==> src/rtl/spram_arb.sv <==
// spram_arb: two-requester round-robin arbiter in front of the shared
// single-port SPRAM bus (16-bit, 64K-word, 4-bank cascade, registered read).
// Requester A is the eForth core data port, requester B the loader/debug DMA.
// One command per cycle is forwarded to the memory. Each granted read is
// tagged with its owner so that the one-cycle-late data returns to the right
// requester together with a single-cycle valid pulse.
//
// Optional feature macro: SPRAM_ARB_LOCK_EN
//   Defined   : a requester may hold the bus for up to MAX_LOCK consecutive
//               grants by keeping x_req and x_lock high.
//   Undefined : x_lock inputs are ignored; arbitration is pure round-robin.

module spram_arb #(
    parameter int ASZ      = 17,
    parameter int DSZ      = 16,
    parameter int MSZ      = 4,
    parameter int MAX_LOCK = 8
) (
    input  logic           clk,
    input  logic           rst_n,

    input  logic           a_req,
    input  logic           a_we,
    input  logic [ASZ-1:0] a_ai,
    input  logic [DSZ-1:0] a_vi,
    input  logic [MSZ-1:0] a_bmsk,
    input  logic           a_lock,
    output logic           a_gnt,
    output logic           a_rvld,
    output logic [DSZ-1:0] a_vo,

    input  logic           b_req,
    input  logic           b_we,
    input  logic [ASZ-1:0] b_ai,
    input  logic [DSZ-1:0] b_vi,
    input  logic [MSZ-1:0] b_bmsk,
    input  logic           b_lock,
    output logic           b_gnt,
    output logic           b_rvld,
    output logic [DSZ-1:0] b_vo,

    output logic           m_we,
    output logic [ASZ-1:0] m_ai,
    output logic [DSZ-1:0] m_vi,
    output logic [MSZ-1:0] m_bmsk,
    input  logic [DSZ-1:0] m_vo
);

    typedef enum logic {
        OWN_A = 1'b0,
        OWN_B = 1'b1
    } owner_t;

    // Requester that won the most recent grant; the other one wins a tie.
    owner_t last_owner;

    // Combinational grant decision for the current cycle.
    logic   gnt_a;
    logic   gnt_b;
    logic   gnt_any;
    owner_t gnt_own;

    // One-deep read-return tag: set by a granted read, consumed next cycle.
    logic   pend_vld;
    owner_t pend_own;

`ifdef SPRAM_ARB_LOCK_EN
    localparam int CW = $clog2(MAX_LOCK + 1);

    logic          lock_act;
    owner_t        lock_own;
    logic [CW-1:0] lock_cnt;

    // lock_hold: the lock owner still asks for the bus and still wants the lock.
    logic          lock_hold;
    logic          grant_lock;
    logic [CW-1:0] cnt_next;

    // Decide whether an established lock is still being honoured this cycle.
    always_comb begin
        lock_hold = 1'b0;
        if (lock_act) begin
            if (lock_own == OWN_A) begin
                lock_hold = a_req && a_lock;
            end else begin
                lock_hold = b_req && b_lock;
            end
        end
    end

    // Work out whether this grant is a locked one and what the count becomes.
    always_comb begin
        grant_lock = (gnt_a && a_lock) || (gnt_b && b_lock);
        cnt_next   = '0;
        if (grant_lock) begin
            if (lock_hold) begin
                cnt_next = lock_cnt + 1'b1;
            end else begin
                cnt_next = CW'(1);
            end
        end
    end

    // Lock state: establish, extend, or release (x_lock/x_req drop or MAX_LOCK hit).
    always_ff @(posedge clk or negedge rst_n) begin
        if (!rst_n) begin
            lock_act <= 1'b0;
            lock_own <= OWN_A;
            lock_cnt <= '0;
        end else if (grant_lock && (cnt_next < CW'(MAX_LOCK))) begin
            lock_act <= 1'b1;
            lock_own <= gnt_own;
            lock_cnt <= cnt_next;
        end else begin
            lock_act <= 1'b0;
            lock_cnt <= '0;
        end
    end
`else
    // Lock inputs and MAX_LOCK have no function in the plain round-robin build.
    logic unused_lock;
    assign unused_lock = a_lock | b_lock;
    localparam int unused_max_lock = MAX_LOCK;
`endif

    // Grant selection: honoured lock first, then round-robin on contention.
    always_comb begin
        gnt_a = 1'b0;
        gnt_b = 1'b0;
`ifdef SPRAM_ARB_LOCK_EN
        if (lock_hold) begin
            if (lock_own == OWN_A) begin
                gnt_a = 1'b1;
            end else begin
                gnt_b = 1'b1;
            end
        end else
`endif
        if (a_req && b_req) begin
            if (last_owner == OWN_B) begin
                gnt_a = 1'b1;
            end else begin
                gnt_b = 1'b1;
            end
        end else begin
            gnt_a = a_req;
            gnt_b = b_req;
        end
    end

    assign gnt_any = gnt_a | gnt_b;
    assign gnt_own = gnt_b ? OWN_B : OWN_A;
    assign a_gnt   = gnt_a;
    assign b_gnt   = gnt_b;

    // Forward the winner's command; an idle cycle becomes an all-zero read.
    always_comb begin
        m_we   = 1'b0;
        m_ai   = '0;
        m_vi   = '0;
        m_bmsk = '0;
        if (gnt_a) begin
            m_we   = a_we;
            m_ai   = a_ai;
            m_vi   = a_vi;
            m_bmsk = a_bmsk;
        end else if (gnt_b) begin
            m_we   = b_we;
            m_ai   = b_ai;
            m_vi   = b_vi;
            m_bmsk = b_bmsk;
        end
    end

    // Remember who won so the other side wins the next tie.
    always_ff @(posedge clk or negedge rst_n) begin
        if (!rst_n) begin
            last_owner <= OWN_B;
        end else if (gnt_any) begin
            last_owner <= gnt_own;
        end
    end

    // Tag each granted read so its data returns to the owner one cycle later.
    always_ff @(posedge clk or negedge rst_n) begin
        if (!rst_n) begin
            pend_vld <= 1'b0;
            pend_own <= OWN_A;
        end else begin
            pend_vld <= gnt_any && !m_we;
            pend_own <= gnt_own;
        end
    end

    assign a_rvld = pend_vld && (pend_own == OWN_A);
    assign b_rvld = pend_vld && (pend_own == OWN_B);

    // Read data is shared; the rvld pulse says who it belongs to.
    assign a_vo = m_vo;
    assign b_vo = m_vo;

endmodule

==> config.mk <==
export PLATFORM = sky130hd
export DESIGN_NAME = spram_arb
export DESIGN_NICKNAME = d
export VERILOG_FILES = /design/src/rtl/spram_arb.sv
export SDC_FILE = /design/constraint.sdc
export NUM_CORES = 1
export LEC_CHECK = 0
export ABC_CLOCK_PERIOD_IN_PS = 3700
export BUFFER_PORTS_ARGS = -buffer_cell sky130_fd_sc_hd__buf_2
export CAP_MARGIN = 20
export CORE_AREA = 2 2 67 69
export DETAILED_ROUTE_END_ITERATION = 10
export DIE_AREA = 0 0 69 71
export GPL_ROUTABILITY_DRIVEN = 0
export PLACE_DENSITY = 0.66
export SLEW_MARGIN = 20
export SYNTH_ARGS = -nofsm -noshare
export SYNTH_HDL_FRONTEND = slang
export SYNTH_SLANG_ARGS = --single-unit
==> constraint.sdc <==
create_clock -name clk -period 3.7 [get_ports clk]
set_input_delay 1.11 -clock clk [delete_from_list [all_inputs] [get_ports clk]]
set_output_delay 1.11 -clock clk [all_outputs]
set_load 0.05 [all_outputs]
Word-level counts from Yosys, hierarchy flattened --
Index checks and enable logic that the tools add are counted.
Word-level totals: output and inout port bits 74, register bits 3
Cells by class: reductions and logical operators 5, bitwise logic cells 2, mux-type cells 13
Operators by type and width (number):
- $mux 17 | 2
- $mux 16 | 2
- $mux 4 | 2
- $mux 1 | 7
- $logic_and 1x1->1 | 4
- $logic_not 1->1 | 1
- $not 1->1 | 1
- $or 1x1->1 | 1

Logic depth before layout (Yosys ltp) --
Gate-level depths: netlist (run 1).
word-level depth 6, gate-level depth with buffers 4, gate-level depth less buffers 2

Worst setup path before layout (run 1) --
OpenSTA, ideal clock, no wires.
kind input-to-output, start input a_req, end output m_ai[10], buffers on the path 2, stages 4, setup slack 0.337 ns, arrival 2.253 ns, path through buf_2 a21boi_2 buf_2 a32o_1
Between the ends: longest elaborated chain between the ends 4
Ends and longest elaborated chain:
- start: declaration | line 22 | input logic a_req,
- $logic_and 1x1->1 | line 139 | if (a_req && b_req) begin
- $mux 1 | line 139
- named net b_gnt | line 38 | output logic b_gnt,
- $mux 17 | line 167 | end else if (gnt_b) begin
- $mux 17 | line 162 | if (gnt_a) begin
- end: declaration | line 43 | output logic [ASZ-1:0] m_ai,
The timed path passes the listed nets, and every way through them passes these cells.

Worst setup path after layout (run 1) --
start input a_req, end output m_vi[10]
Between the ends: longest elaborated chain between the ends 4
Ends and longest elaborated chain:
- $logic_and 1x1->1 | line 139
- $mux 1 | line 139
- $mux 16 | line 167
- $mux 16 (*) | line 162
- end: declaration | line 44 | output logic [DSZ-1:0] m_vi,
Mark *: on every way between the ends. The rest lies on a longest branch, timed or not.

==> results.ini, run 1 <==
[run_status]
status = completed

[clocking]
cts_max_level = 1
clockRootBuffer = clkbuf_8
cts_sinks = 3
cts_hold_buf = 0
clkTransAtPathRegs_ns = 0.03
postCtsSetupBuffers = 0
clock_latency_ns = 0.22
cts_resized = 0
cts_tree = built
clockBufferDepth = 2
cts_buffers = 3

[floorplan]
die-area_mm2 = 0.00490
coreArea_mm2 = 0.00420
num_io_pins = 172
start_util = 0.204
fp.dieH_um = 71
die_w_um = 69
row_count = 24

[power_and_ir_drop]
p_int_uw = 217
swShare = 0.548
pwr-share-clk = 0.197
switchingPower_uw = 263
ir_drop_mv = 0.112
powerDensity_mw_per_mm2 = 370
p_seq_frac = 0.085
pwr-share-comb = 0.718
leakagePower_uw = 0.000708

[routing]
drc_errors = 0
vias = 1145
wl_um = 3150
antenna_left = 0
vias_per_cell = 4.94
first_pass_iters = 4
wl_per_cell_um = 13.6
drtIter0Drc = 33

[synthesis]
yosysSeqAreaShare = 0.0892
netlist_area_um2 = 856
avgSynthCellArea_um2 = 8.82
netlist-cell-type-count = 13
yosysWarningCount = 0
synth_seq_cells = 3
synthCells = 97
synth_nets = 195

[sta]
rsz0062_at_grt = no
setup_viol = 0
fin_skew_ns = 0.000747
hold_viol = 0
worst_pin_slew_ns = 0.264
fmax_ghz = 0.316
drv_slew = 0
fin_crit_ns = 3.17
setup_tns_ns = 0
relSlewSlack = 0.825
period_share = 0.856

[critical_path]
path_max_fanout = 41
crit_buf_inv = 3
cp-start-kind = input port
crit_family = buffers and inverters
path_cells = buf_2, a21boi_4, buf_12, a32o_1, buf_2
rr_worst_depth = 3
startpoint = a_req
crit_top_cell = buf_2
required_ns = 2.59
rr_endpoint = pend_vld$_DFF_PN0_
critPathKind = input port to output port
crit_slowest_cell = buf_2
r2r_setup_slack_ns = 2.51
cp_slowest_stage_delay_ns = 0.26
critPathArrivalTime_ns = 2.06
timing.rr.start = last_owner$_DFFE_PN1P_
end_kind = output port

[placed_design]
place.port_buffers = 121
dp_cells = 228

[worst_hold_path]
min-delay-start = last_owner$_DFFE_PN1P_
holdPathEnd = last_owner$_DFFE_PN1P_
holdCritPathClass = register to register
hold_depth = 2

[final_layout]
multi_input_area_um2 = 439
fin_cells = 232
regArea_um2 = 76.3
diodes = 0
areaGrowthSynthToFinish_pct = 51.6
drive_above_1_share = 0.722
finalNetCount = 279
fillers = 463

[job]
cap_violations = 0

[global_routing]
grt_max_degree = 42
grt_pass1_wl_um = 5050
grt.total_usage = 0.123
grt_overflow = 0
grt_pass1_vias = 1126
antenna_found_initial = 0

-- power groups by stage --
stage	sequential [uW]	combinational [uW]	clock, uW
6_report	40.7	345	94.8
5_1_grt	41.3	363	103
4_1_cts	40.8	347	96.4
3_5_place_dp	41.2	346	0
3_3_place_gp	41.0	344	0
2_1_floorplan	39.9	351	0
-- per-layer routing --
metal | GRT usage | routed length, um | vias up
li1 | - | - | 528
met1 | 0.127 | 1120 | 514
met2 | 0.234 | 1580 | 92
met3 | 0.0299 | 374 | 11
met4 | 0.0566 | 70 | 0
met5 | 0 | 0 | -
-- kinds of logic (layout without fill, tap and decap cells) --
family          after synthesis  in the layout  synth area share
buf+inv                      49            132             0.406
compound gates               41             41             0.475
simple gates                  4              4            0.0292
flops                         3              3            0.0892
-- cell usage in the layout, fill, tap and decap left out, drive strengths merged --
cell type  count
buf          125
a32o          39
clkbuf         4
inv            3
and2           2
dfrtp          2
nand2b         1
a21boi         1
nor2b          1
o21ai          1
dfstp          1
-- stage by stage --
| stage | hold WS (ns) | instance area (um^2) | utilization | worst slack, ns | power, uW |
|---|---|---|---|---|---|
| floorplan | 0.461 | 856 | - | 0.337 | 391 |
| global placement | 0.485 | 1250 | 0.298 | 0.538 | 385 |
| detailed placement | 0.502 | 1250 | 0.298 | 0.530 | 388 |
| CTS | 0.508 | 1300 | 0.309 | 0.526 | 485 |
| global route | 0.527 | 1300 | 0.309 | 0.469 | 508 |
| finish | 0.505 | 1300 | 0.309 | 0.535 | 480 |
-- worst max path at each step --
stage	slack [ns]	cells past startpoint	endpoint
after global placement	0.54	5	m_vi[14]
after global routing	0.47	5	m_ai[6]
after detailed placement	0.53	5	m_vi[14]
after floorplan	0.34	4	m_ai[10]
final	0.53	5	m_vi[10]
after CTS	0.53	5	m_vi[14]
-- final cells by class --
class | instances | share of cell area
repair buffers | 125 | 0.509
multi-input cells | 45 | 0.338
flip-flops and latches | 3 | 0.0588
well taps | 52 | 0.0501
inverters | 3 | 0.00868
clock buffers | 4 | 0.0347
-- sequential cells by signal (all words and copies together) (netlist names) --
register / count
last_owner: 1
pend_own: 1
pend_vld: 1
-- synth_stat cells --
cell       n  area [um^2]
clkbuf_1   4         15.0
nor2b_1    1         6.26
dfrtp_1    2         50.1
buf_2      5         25.0
and2_1     2         12.5
a21boi_2   1         11.3
buf_4     32          240
dfstp_2    1         26.3
a32o_1    39          390
buf_6      5         56.3
nand2b_1   1         6.26
inv_1      3         11.3
o21ai_0    1         5.00
-- worst min-delay path, stage by stage, from the launching register on --
cell	delay (ns)
dfstp_2	0.38
inv_1	0.05
o21ai_0	0.07
Power figures use the tool's default switching activity.
==> run 2: changes to the inputs <==
GPL_TIMING_DRIVEN = 0   (was unset)
PLACE_DENSITY = 0.69   (was 0.66)
==> results.ini, run 2 (same netlist as run 1, synthesis figures left out) <==
[run_status]
status = completed

[placed_design]
dp_cells = 301  ; +32%
place.port_buffers = 152  ; +26%
place_ws_ns = 0.412  ; -0.117 ns
dp_hpwl_um = 3010

[global_routing]
grt.total_usage = 0.138  ; +0.0150
grt_overflow = 0  ; unchanged
grt_max_degree = 12  ; -71%
grt_pass1_vias = 1235  ; +9.7%
grt_pass1_wl_um = 5550  ; +9.8%
antenna_found_initial = 0  ; unchanged

[floorplan]
coreArea_mm2 = 0.00420  ; unchanged
fp.dieH_um = 71  ; unchanged
start_util = 0.204  ; unchanged
row_count = 24  ; unchanged
die_w_um = 69  ; unchanged
die-area_mm2 = 0.00490  ; unchanged
num_io_pins = 172  ; unchanged

[sta]
setup_tns_ns = 0  ; unchanged
fmax_ghz = 0.308  ; -2.4%
worst_pin_slew_ns = 0.423  ; +0.159 ns
fin_crit_ns = 3.24  ; +0.0778 ns
worst_hold_slack_ns = 0.486  ; -0.0188 ns
drv_slew = 0  ; unchanged
setup_viol = 0  ; unchanged
hold_viol = 0  ; unchanged
relSlewSlack = 0.718  ; -0.107
fin_skew_ns = 0.000258  ; -0.000489 ns
rsz0062_at_grt = no
setup_ws_ns = 0.457  ; -0.0778 ns
period_share = 0.877  ; +0.0210

[clocking]
cts_sinks = 3  ; unchanged
clockBufferDepth = 2  ; unchanged
postCtsSetupBuffers = 0  ; unchanged
cts_resized = 0  ; unchanged
clkTransAtPathRegs_ns = 0.03  ; about the same
cts_tree = built
cts_max_level = 1  ; unchanged
clockRootBuffer = clkbuf_8
cts_buffers = 3  ; unchanged
cts_hold_buf = 0  ; unchanged
clock_latency_ns = 0.22  ; about the same

[critical_path]
required_ns = 2.59  ; about the same
end_kind = output port
critPathArrivalTime_ns = 2.13  ; +0.07 ns
r2r_setup_slack_ns = 2.54  ; +0.03 ns
cp-start-kind = input port
timing.rr.start = last_owner$_DFFE_PN1P_
critPathKind = input port to output port
rr_endpoint = pend_vld$_DFF_PN0_
path_max_fanout = 11  ; -73%
rr_worst_depth = 4  ; +1

[routing]
drc_errors = 0  ; unchanged
wl_per_cell_um = 11.9  ; -13%
wl_um = 3620  ; +15%
antenna_left = 0  ; unchanged
vias_per_cell = 4.52  ; -8.5%
vias = 1378  ; +20%
first_pass_iters = 4  ; unchanged
drtIter0Drc = 47  ; +42%

[final_layout]
fin_cells = 305  ; +31%
areaGrowthSynthToFinish_pct = 102
final_common_cell = buf_2
final_cell_mix = buf_2, a32o_1, buf_4, clkbuf_1, buf_6
final_util = 0.411  ; +0.102
finalNetCount = 352  ; +26%
drive_above_1_share = 0.787  ; +0.0643
top_regs = last_owner: 1 flops, pend_own: 1 flops, pend_vld: 1 flops
diodes = 0  ; unchanged
fillers = 440  ; -5.0%

[power_and_ir_drop]
leakagePower_uw = 0.00101  ; +42%
pwr-share-comb = 0.769  ; +0.051
swShare = 0.573  ; +0.0256
switchingPower_uw = 342  ; +30%
p_int_uw = 254  ; +17%
ir_drop_mv = 0.132  ; +19%
pwr-share-clk = 0.163  ; -0.034
powerDensity_mw_per_mm2 = 345  ; -6.8%
p_seq_frac = 0.068  ; -0.017

[worst_hold_path]
hold_depth = 2  ; unchanged
holdPathEnd = last_owner$_DFFE_PN1P_
holdCritPathClass = register to register
min-delay-start = last_owner$_DFFE_PN1P_

[job]
cap_violations = 0  ; unchanged

-- run 2: cell type report --
| class | instances | area (um^2) | share of cell area |
|---|---|---|---|
| plain buffers | 46 | 337 | 0.195 |
| clock buffers | 4 | 45.0 | 0.0261 |
| inverters | 3 | 11.3 | 0.00652 |
| multi-input cells | 45 | 432 | 0.250 |
| flip-flops and latches | 3 | 76.3 | 0.0442 |
| well taps | 52 | 65.1 | 0.0377 |
| repair buffers | 152 | 761 | 0.441 |
-- run 2: power groups by stage --
stage / combinational, uW / clock, uW / sequential [uW]
3_3_place_gp: 459 / 0 / 40.6
2_1_floorplan: 351 / 0 / 39.9
4_1_cts: 462 / 101 / 40.4
6_report: 458 / 97.3 / 40.4
3_5_place_dp: 461 / 0 / 40.8
5_1_grt: 482 / 103 / 41.4
-- run 2: worst max-delay path, stage by stage --
cell and delay, ns:
buf_2 0.14, a21boi_2 0.19, buf_2 0.27, a32o_1 0.16, buf_2 0.26
-- run 2: per-stage QoR --
step           cell area, um^2  total power [uW]
3_3_place_gp              1680               500
2_1_floorplan              856               391
4_1_cts                   1730               604
6_report                  1730               596
3_5_place_dp              1680               502
5_1_grt                   1730               626
-- run 2: routing by layer --
layer	track usage	vias to the layer above	routed length [um]
met5	0	-	0
met4	0.0458	0	29
met3	0.0427	3	471
met2	0.248	104	1830
met1	0.156	598	1290
li1	-	673	-
-- run 2: worst max-delay path by stage --
stage / from / endpoint / cells past startpoint
after floorplan: a_req / m_ai[10] / 4
after global placement: a_req / m_ai[13] / 5
after detailed placement: a_req / m_ai[14] / 5
after global routing: a_req / m_ai[0] / 4
final: a_req / m_ai[14] / 5
after CTS: a_req / m_ai[14] / 5
==> run 3: changes to the inputs <==
ABC_CLOCK_PERIOD_IN_PS = 2800   (was 3700)
CORE_AREA = 2 2 66 68   (was 2 2 67 69)
DIE_AREA = 0 0 68 70   (was 0 0 69 71)
PLACE_DENSITY = 0.73   (was 0.69)
clock period = 2.8 ns   (was 3.7 ns; I/O delays follow)
==> results.ini, run 3 (same netlist as run 1, synthesis figures left out) <==
[final_layout]
top_regs = last_owner: 1 flops, pend_own: 1 flops, pend_vld: 1 flops
fillers = 430  ; -2.3%
finalNetCount = 352  ; unchanged
drive_above_1_share = 0.826  ; +0.0395
final_common_cell = buf_2
areaGrowthSynthToFinish_pct = 104
final_cell_mix = buf_2, buf_4, a32o_1, a32o_2, buf_6
regArea_um2 = 76.3  ; unchanged
multi_input_area_um2 = 443  ; +2.6%
stdcell_area_mm2 = 0.00174  ; +0.87%
diodes = 0  ; unchanged

[placed_design]
placed_area_mm2 = 0.00169  ; +0.67%
dp_hpwl_um = 3010  ; -0.17%
place.port_buffers = 152  ; unchanged
place_ws_ns = 0.0455  ; -0.367 ns

[clocking]
cts_hold_buf = 0  ; unchanged
clkTransAtPathRegs_ns = 0.03  ; about the same
cts_resized = 0  ; unchanged
cts_buffers = 3  ; unchanged
clockRootBuffer = clkbuf_8
clockBufferDepth = 2  ; unchanged
cts_max_level = 1  ; unchanged
postCtsSetupBuffers = 0  ; unchanged
clock_latency_ns = 0.21  ; about the same
cts_sinks = 3  ; unchanged
cts_tree = built

[critical_path]
path_max_fanout = 10  ; -1
crit_slowest_cell = clkbuf_1
rr_worst_depth = 4  ; unchanged
crit_family = buffers and inverters
end_kind = output port
critPathArrivalTime_ns = 1.86  ; -0.27 ns
crit_top_cell = buf_2
timing.rr.start = last_owner$_DFFE_PN1P_
crit_buf_inv = 3  ; unchanged
critPathKind = input port to output port
cp_slowest_stage_delay_ns = 0.36  ; +0.09 ns
required_ns = 1.96  ; -0.63 ns
cp-start-kind = input port
r2r_setup_slack_ns = 1.64  ; -0.90 ns
path_cells = buf_2, clkbuf_1, a32o_2, buf_2
rr_endpoint = pend_vld$_DFF_PN0_

[routing]
vias_per_cell = 4.45  ; -1.5%
antenna_left = 0  ; unchanged
vias = 1358  ; -1.5%
drtIter0Drc = 79  ; +68%
first_pass_iters = 4  ; unchanged
wl_um = 3590  ; -0.77%
drc_errors = 0  ; unchanged
wl_per_cell_um = 11.8  ; -0.77%

[sta]
drv_slew = 0  ; unchanged
fin_skew_ns = 0.00164  ; +0.00138 ns
setup_tns_ns = 0  ; unchanged
setup_viol = 0  ; unchanged
period_share = 0.965
hold_viol = 0  ; unchanged
setup_ws_ns = 0.0983  ; -0.358 ns
rsz0062_at_grt = no
fin_crit_ns = 2.70
worst_pin_slew_ns = 0.413  ; -0.00977 ns
relSlewSlack = 0.724  ; +0.00651
fmax_ghz = 0.370

[global_routing]
grt.total_usage = 0.134  ; -0.00373
grt_pass1_wl_um = 5080  ; -8.5%
grt_overflow = 0  ; unchanged
grt_pass1_vias = 1125  ; -8.9%
antenna_found_initial = 0  ; unchanged
grt_max_degree = 12  ; unchanged

[worst_hold_path]
holdCritPathClass = input port to async pin

[power_and_ir_drop]
p_seq_frac = 0.068  ; about the same
p_int_uw = 339  ; +34%
powerDensity_mw_per_mm2 = 451  ; +31%
pwr-share-clk = 0.159  ; -0.004
swShare = 0.568  ; -0.00535
pwr-share-comb = 0.773  ; +0.004
switchingPower_uw = 446  ; +31%
leakagePower_uw = 0.00105  ; +4.4%
ir_drop_mv = 0.172  ; +30%

[run_status]
status = completed

[floorplan]
num_io_pins = 172  ; unchanged
start_util = 0.207  ; +0.00295
die-area_mm2 = 0.00476  ; -2.8%
die_w_um = 68  ; -1.4%
row_count = 24  ; unchanged
fp.dieH_um = 70  ; -1.4%
coreArea_mm2 = 0.00414  ; -1.4%

[job]
cap_violations = 0  ; unchanged

-- run 3: cell types whose count changed in the layout (fill, tap and decap cells not counted), sizes merged --
| cell | previous run | this run |
|---|---|---|
| buf | 194 | 193 |
| clkbuf | 8 | 9 |
-- run 3: power by group through the flow --
stage	combinational, uW	clock [uW]	sequential (uW)
after detailed placement	611	0	53.7
after floorplan	467	0	52.8
after global routing	639	132	53.9
after CTS	613	127	53.2
final	607	125	53.2
after global placement	608	0	53.6
-- run 3: cell type report --
class,instances,share of cell area
Inverter,3,0.00647
Buffer,46,0.194
Tap cell,52,0.0374
Clock buffer,4,0.0259
Sequential cell,3,0.0438
Multi-Input combinational cell,45,0.254
Timing Repair Buffer,152,0.438
-- run 3: metal layers --
layer | wire, um | GRT usage | share of wire
met5 | 0 | 0 | 0
met3 | 452 | 0.0193 | 0.13
met2 | 1780 | 0.248 | 0.50
met1 | 1310 | 0.153 | 0.37
met4 | 38 | 0.0400 | 0.011
-- run 3: through the flow --
step	util	total power, uW	std cells	hold WS (ns)
5_1_grt	0.420	826	305	0.410
3_5_place_dp	0.409	665	301	0.481
2_1_floorplan	-	520	97	0.461
3_3_place_gp	0.409	661	301	0.478
6_report	0.420	785	305	0.414
4_1_cts	0.419	793	305	0.413
-- run 3: worst max-delay path by stage --
stage          start        to  slack, ns  depth (start not counted)
6_report       a_req  m_ai[12]        0.1                          4
4_1_cts        a_req   m_ai[7]       0.04                          5
3_3_place_gp   a_req   m_ai[7]       0.06                          4
3_5_place_dp   a_req   m_ai[7]       0.05                          5
5_1_grt        a_req   m_vi[2]      0.002                          5
2_1_floorplan  a_req  m_ai[10]       0.11                          4
